`src/rtl/game_flow_controller.sv`:
```
// rtl/game_flow_controller.sv - play/death/respawn/level/game-over sequencer
`timescale 1ns/1ps
module game_flow_controller #(
  parameter int LIVES_INIT            = 3,
  parameter int MAX_LEVEL             = 3,
  parameter int DEATH_FRAMES          = 60,
  parameter int RESPAWN_INVULN_FRAMES = 90,
  parameter int POWERUP_INVULN_FRAMES = 150,
  parameter int LEVEL_DONE_FRAMES     = 60,
  parameter int TIMER_W               = 8
) (
  input  logic       clk,
  input  logic       reset,
  input  logic       startOfFrame,
  input  logic       start_key,
  input  logic       player_hit,
  input  logic       player_door_idol,
  input  logic       collision_player_powerUp,
  input  logic       enemies_cleared,
  output logic       player_invulnerable,
  output logic [2:0] lives,
  output logic [1:0] level,
  output logic       freeze,
  output logic       level_restart,
  output logic       powerup_taken,
  output logic       game_over,
  output logic       game_won
);

  typedef enum logic [2:0] {
    S_IDLE,
    S_PLAY,
    S_DEATH,
    S_LEVEL_DONE,
    S_GAME_OVER,
    S_WIN
  } state_t;

  localparam logic [TIMER_W-1:0] DEATH_T   = TIMER_W'(DEATH_FRAMES);
  localparam logic [TIMER_W-1:0] RESPAWN_T = TIMER_W'(RESPAWN_INVULN_FRAMES);
  localparam logic [TIMER_W-1:0] POWERUP_T = TIMER_W'(POWERUP_INVULN_FRAMES);
  localparam logic [TIMER_W-1:0] LEVEL_T   = TIMER_W'(LEVEL_DONE_FRAMES);
  localparam logic [TIMER_W-1:0] ONE_T     = TIMER_W'(1);
  localparam logic [2:0]         LIVES_T   = 3'(LIVES_INIT);
  localparam logic [1:0]         MAX_LVL_T = 2'(MAX_LEVEL);

  state_t             state, state_n;
  logic [TIMER_W-1:0] invuln_timer, invuln_n;
  logic [TIMER_W-1:0] death_timer, death_n;
  logic [TIMER_W-1:0] level_timer, level_timer_n;
  logic [2:0]         lives_n;
  logic [1:0]         level_n;
  logic               restart_n, pu_taken_n;
  // pu_armed: a power-up may be taken; pu_quiet: a frame boundary has passed
  // since the last take; pu_seen: overlap seen since the last frame boundary.
  logic               pu_armed, pu_armed_n;
  logic               pu_quiet, pu_quiet_n;
  logic               pu_seen, pu_seen_n;
  logic               start_key_q;
  logic               hit_ok, door_ok, pu_ok, key_rise, begin_game;

  // Next-state, timer and event decode for the game sequencer
  always_comb begin
    hit_ok        = player_hit && (invuln_timer == '0);
    door_ok       = player_door_idol && enemies_cleared;
    pu_ok         = collision_player_powerUp && pu_armed;
    key_rise      = start_key && !start_key_q;
    begin_game    = 1'b0;
    state_n       = state;
    lives_n       = lives;
    level_n       = level;
    invuln_n      = invuln_timer;
    death_n       = death_timer;
    level_timer_n = level_timer;
    restart_n     = 1'b0;
    pu_taken_n    = 1'b0;
    pu_seen_n     = startOfFrame ? collision_player_powerUp : (pu_seen | collision_player_powerUp);
    pu_armed_n    = pu_armed;
    pu_quiet_n    = pu_quiet;

    if (startOfFrame && !pu_armed) begin
      if (pu_quiet && !pu_seen) pu_armed_n = 1'b1;
      pu_quiet_n = 1'b1;
    end

    case (state)
      S_IDLE: begin
        if (start_key) begin_game = 1'b1;
      end
      S_PLAY: begin
        if (hit_ok) begin
          lives_n = lives - 3'd1;
          death_n = DEATH_T;
          state_n = S_DEATH;
        end else begin
          if (door_ok) begin
            level_timer_n = LEVEL_T;
            state_n       = S_LEVEL_DONE;
          end
          if (!door_ok && pu_ok) begin
            invuln_n   = (invuln_timer > POWERUP_T) ? invuln_timer : POWERUP_T;
            pu_taken_n = 1'b1;
            pu_armed_n = 1'b0;
            pu_quiet_n = 1'b0;
          end else if (startOfFrame && (invuln_timer != '0)) begin
            invuln_n = invuln_timer - ONE_T;
          end
        end
      end
      S_DEATH: begin
        if (death_timer == '0) begin
          if (lives == 3'd0) begin
            state_n = S_GAME_OVER;
          end else begin
            restart_n = 1'b1;
            invuln_n  = RESPAWN_T;
            state_n   = S_PLAY;
          end
        end else if (startOfFrame) begin
          death_n = death_timer - ONE_T;
        end
      end
      S_LEVEL_DONE: begin
        if (level_timer == '0) begin
          if (level == MAX_LVL_T) begin
            state_n = S_WIN;
          end else begin
            level_n   = level + 2'd1;
            restart_n = 1'b1;
            invuln_n  = '0;
            state_n   = S_PLAY;
          end
        end else if (startOfFrame) begin
          level_timer_n = level_timer - ONE_T;
        end
      end
      S_GAME_OVER, S_WIN: begin
        if (key_rise) begin_game = 1'b1;
      end
      default: state_n = S_IDLE;
    endcase

    if (begin_game) begin
      state_n   = S_PLAY;
      lives_n   = LIVES_T;
      level_n   = '0;
      invuln_n  = '0;
      restart_n = 1'b1;
    end
  end

  // State, counters and power-up re-arm tracking
  always_ff @(posedge clk) begin
    if (reset) begin
      state        <= S_IDLE;
      lives        <= LIVES_T;
      level        <= '0;
      invuln_timer <= '0;
      death_timer  <= '0;
      level_timer  <= '0;
      pu_armed     <= 1'b1;
      pu_quiet     <= 1'b1;
      pu_seen      <= 1'b0;
      start_key_q  <= 1'b0;
    end else begin
      state        <= state_n;
      lives        <= lives_n;
      level        <= level_n;
      invuln_timer <= invuln_n;
      death_timer  <= death_n;
      level_timer  <= level_timer_n;
      pu_armed     <= pu_armed_n;
      pu_quiet     <= pu_quiet_n;
      pu_seen      <= pu_seen_n;
      start_key_q  <= start_key;
    end
  end

  // Registered control outputs, decoded from the next state
  always_ff @(posedge clk) begin
    if (reset) begin
      player_invulnerable <= 1'b0;
      freeze              <= 1'b1;
      level_restart       <= 1'b0;
      powerup_taken       <= 1'b0;
      game_over           <= 1'b0;
      game_won            <= 1'b0;
    end else begin
      player_invulnerable <= (state_n == S_PLAY) ? (invuln_n != '0)
                           : ((state_n == S_DEATH) || (state_n == S_LEVEL_DONE));
      freeze              <= (state_n != S_PLAY);
      level_restart       <= restart_n;
      powerup_taken       <= pu_taken_n;
      game_over           <= (state_n == S_GAME_OVER);
      game_won            <= (state_n == S_WIN);
    end
  end

endmodule

```
`config.mk`:
```
export PLATFORM = sky130hd
export DESIGN_NAME = game_flow_controller
export DESIGN_NICKNAME = d
export VERILOG_FILES = /design/src/rtl/game_flow_controller.sv
export SDC_FILE = /design/constraint.sdc
export NUM_CORES = 1
export LEC_CHECK = 0
export ABC_CLOCK_PERIOD_IN_PS = 4100
export CAP_MARGIN = 10
export CORE_UTILIZATION = 50
export CTS_CLUSTER_SIZE = 10
export DETAILED_ROUTE_END_ITERATION = 7
export PLACE_DENSITY_LB_ADDON = 0.2
export SLEW_MARGIN = 20
export SYNTH_ARGS = -nofsm -noshare
export SYNTH_HDL_FRONTEND = slang
export SYNTH_SLANG_ARGS = --single-unit
```
`constraint.sdc`:
```
create_clock -name clk -period 4.1 [get_ports clk]
set_input_delay 0.615 -clock clk [delete_from_list [all_inputs] [get_ports clk]]
set_output_delay 0.615 -clock clk [all_outputs]
set_load 0.01 [all_outputs]
```
==> results.json <==
{
  "status": "completed",
  "antenna_found_initial": 0,
  "synth_top_area_frac": 0.328,
  "p_total_mw": 1.50,
  "fp.coreArea_um2": 4820,
  "ctsHoldBuffers": 0,
  "numCtsBuffers": 5,
  "first_iter_violations": 168,
  "firstDrtPassIters": 4,
  "relSlewSlack": 0.495,
  "worstSetupPathType": "primary input to flop",
  "worst_pin_slew_ps": 747,
  "wl_per_cell_um": 16.0,
  "synth_top_family_by_area": "simple AND/OR/NAND/NOR gates",
  "r2r_slack_ps": 1330,
  "switching_share": 0.379,
  "overflow": 0,
  "r2r_end": "player_invulnerable",
  "start_util": 0.532,
  "grt_pass1_wl_um": 9910,
  "synth_most_common_cell": "dfxtp_1",
  "dp_cells": 359,
  "cts_repair_resize_count": 0,
  "die_w_um": 73.6,
  "finalClockSkew_ps": 6.95,
  "detail_route.wirelength_um": 5880,
  "fmax_mhz": 353,
  "syn_inst": 284,
  "hpwl_um": 4350,
  "synthMuxAreaShare": 0.0117,
  "min_path_cells": 2,
  "grt_pass1_vias": 1999,
  "r2r_cells": 8,
  "synth-simple-area-share": 0.304,
  "setup-violations-final": 0,
  "row_count": 25,
  "insertion_delay_ps": 290,
  "syn_nets": 301,
  "dieArea_um2": 5420,
  "route.detailed.drc": 0,
  "synth_top_cell_by_area": "dfxtp_1",
  "vias_per_cell": 5.89,
  "powerDensity_nw_per_um2": 523,
  "p_switching_mw": 0.567,
  "ys_types": 69,
  "synthFlopType": "dfxtp_1",
  "nets": 316,
  "maxSlewViolCount": 0,
  "cts.reportedPaths.clkPinSlew_ps": 80,
  "cp-start-kind": "primary input",
  "area_growth_pct": 11.7,
  "rsz0062_at_grt": "false",
  "ys_warn_count": 0,
  "grt_use_total": 0.241,
  "endpoint_kind": "flop",
  "postCtsSetupBuffers": 0,
  "clockBufferDepth": 2,
  "synthTopCellsByCount": "dfxtp_1, nor2_1, a21oi_1",
  "p_int_mw": 0.931,
  "peakVddDrop_mv": 0.266,
  "max_cap_viol_count": 0,
  "synth_xor_area_frac": 0.0580,
  "htreeDepth": 2,
  "cp.required_ps": 4260,
  "grt_max_degree": 22,
  "fin_crit_sh": 0.691,
  "seq_power_share": 0.381,
  "gp_congestion": 0.936,
  "io_pins": 19,
  "avgSynthCellArea_um2": 9.03,
  "synth_compound_area_frac": 0.202,
  "drive_gt1_frac": 0.120,
  "clkSinkCount": 42,
  "yosys-top-cells-area": "dfxtp_1, ha_1, a21oi_1, nor3_1, nor2_1",
  "min_from": "level_timer[1]",
  "path_max_fanout": 9,
  "ys_ff_latch": 42,
  "fin_area_um2": 2870,
  "hp-class": "flop to flop",
  "ant_nets": 0,
  "combPwrFrac": 0.403,
  "fin_hold_ws_ps": 482,
  "num_vias": 2163,
  "async_flop_share": 0,
  "synth_edf_count": 0,
  "period_minus_slack_ps": 2830,
  "synth_area_um2": 2560,
  "r2r_start": "invuln_timer[0]",
  "placed_cell_area_um2": 2760,
  "yosysSeqAreaShare": 0.328,
  "arrival_ps": 3000,
  "yosys.area_share.adder": 0.0439,
  "p_leak_nw": 1.08,
  "io_buffers": 18,
  "instances_no_fill": 367,
  "root_buffer": "clkbuf_8",
  "diodes": 0,
  "setup_tns_ps": 0,
  "hold_end": "level_timer[1]",
  "hold_viol_final": 0,
  "tritoncts": "done",
  "die_h_um": 73.6,
  "power_frac_clock": 0.216
}
[metal layers]
metal  vias to the layer above  track usage  wire length, µm
met5                         -            0                0
li1                       1092            -                -
met3                         8       0.0508              345
met4                         0       0.0748               89
met2                        66        0.365             2570
met1                       997        0.342             2870
[cell families after synthesis]
kind of cell | after synthesis
flops | 42
xor+xnor | 17
compound gates | 68
mux | 3
fa+ha+maj | 9
simple gates | 120
buf+inv | 25
[cell type report]
type	count	area (µm²)
Fill cell	442	1950
Multi-Input combinational cell	217	1590
Sequential cell	42	841
Timing Repair Buffer	19	188
Tap cell	67	83.8
Clock buffer	5	68.8
Inverter	14	52.6
Clock inverter	3	40.0
[state kept, by name, indices dropped and copies added (netlist names)]
signal and flops:
pu_armed 1, powerup_taken 1, start_key_q 1, level_restart 1, invuln_timer 8, game_won 1, death_timer 8, state 3
lives 3, level 2, level_timer 8, pu_seen 1, game_over 1, player_invulnerable 1, freeze 1, pu_quiet 1
[worst max-delay path: stages]
cell,delay [ps]
clkdlybuf4s50_1,690
inv_1,120
a221oi_1,610
mux2i_1,250
a21oi_1,100
o41ai_1,450
a41oi_1,160
[placed cells by master (no fill, tap or decap), drive strengths merged, types with 9 or more instances in the layout]
cell type	instances
clkdlybuf4s50	18
nor3	20
nor2	21
a21oi	20
nand4	9
nand2	15
ha	9
dfxtp	42
inv	14
xnor2	9
[how the worst max path moves through the flow]
| stage | to | depth (start not counted) | start | slack, ps |
|---|---|---|---|---|
| finish | player_invulnerable | 7 | startOfFrame | 1270 |
| global route | player_invulnerable | 7 | startOfFrame | 1080 |
| CTS | player_invulnerable | 7 | startOfFrame | 1290 |
| detailed placement | player_invulnerable | 7 | startOfFrame | 990 |
| global placement | player_invulnerable | 7 | startOfFrame | 1060 |
| floorplan | player_invulnerable | 8 | invuln_timer[0] | 1810 |
[metrics by stage]
step	utilization	worst slack, ps
after floorplan	-	1810
after global placement	0.572	1060
after detailed placement	0.572	993
after CTS	0.595	1290
after global routing	0.595	1080
final	0.595	1270
[power by group through the flow]
stage	clock, mW	combinational [mW]	sequential [mW]
floorplan	0	0.488	0.558
global placement	0	0.600	0.579
detailed placement	0	0.599	0.579
finish	0.323	0.604	0.570
global route	0.342	0.674	0.584
CTS	0.328	0.605	0.570
Note: power is estimated with default switching activity, not from simulation.
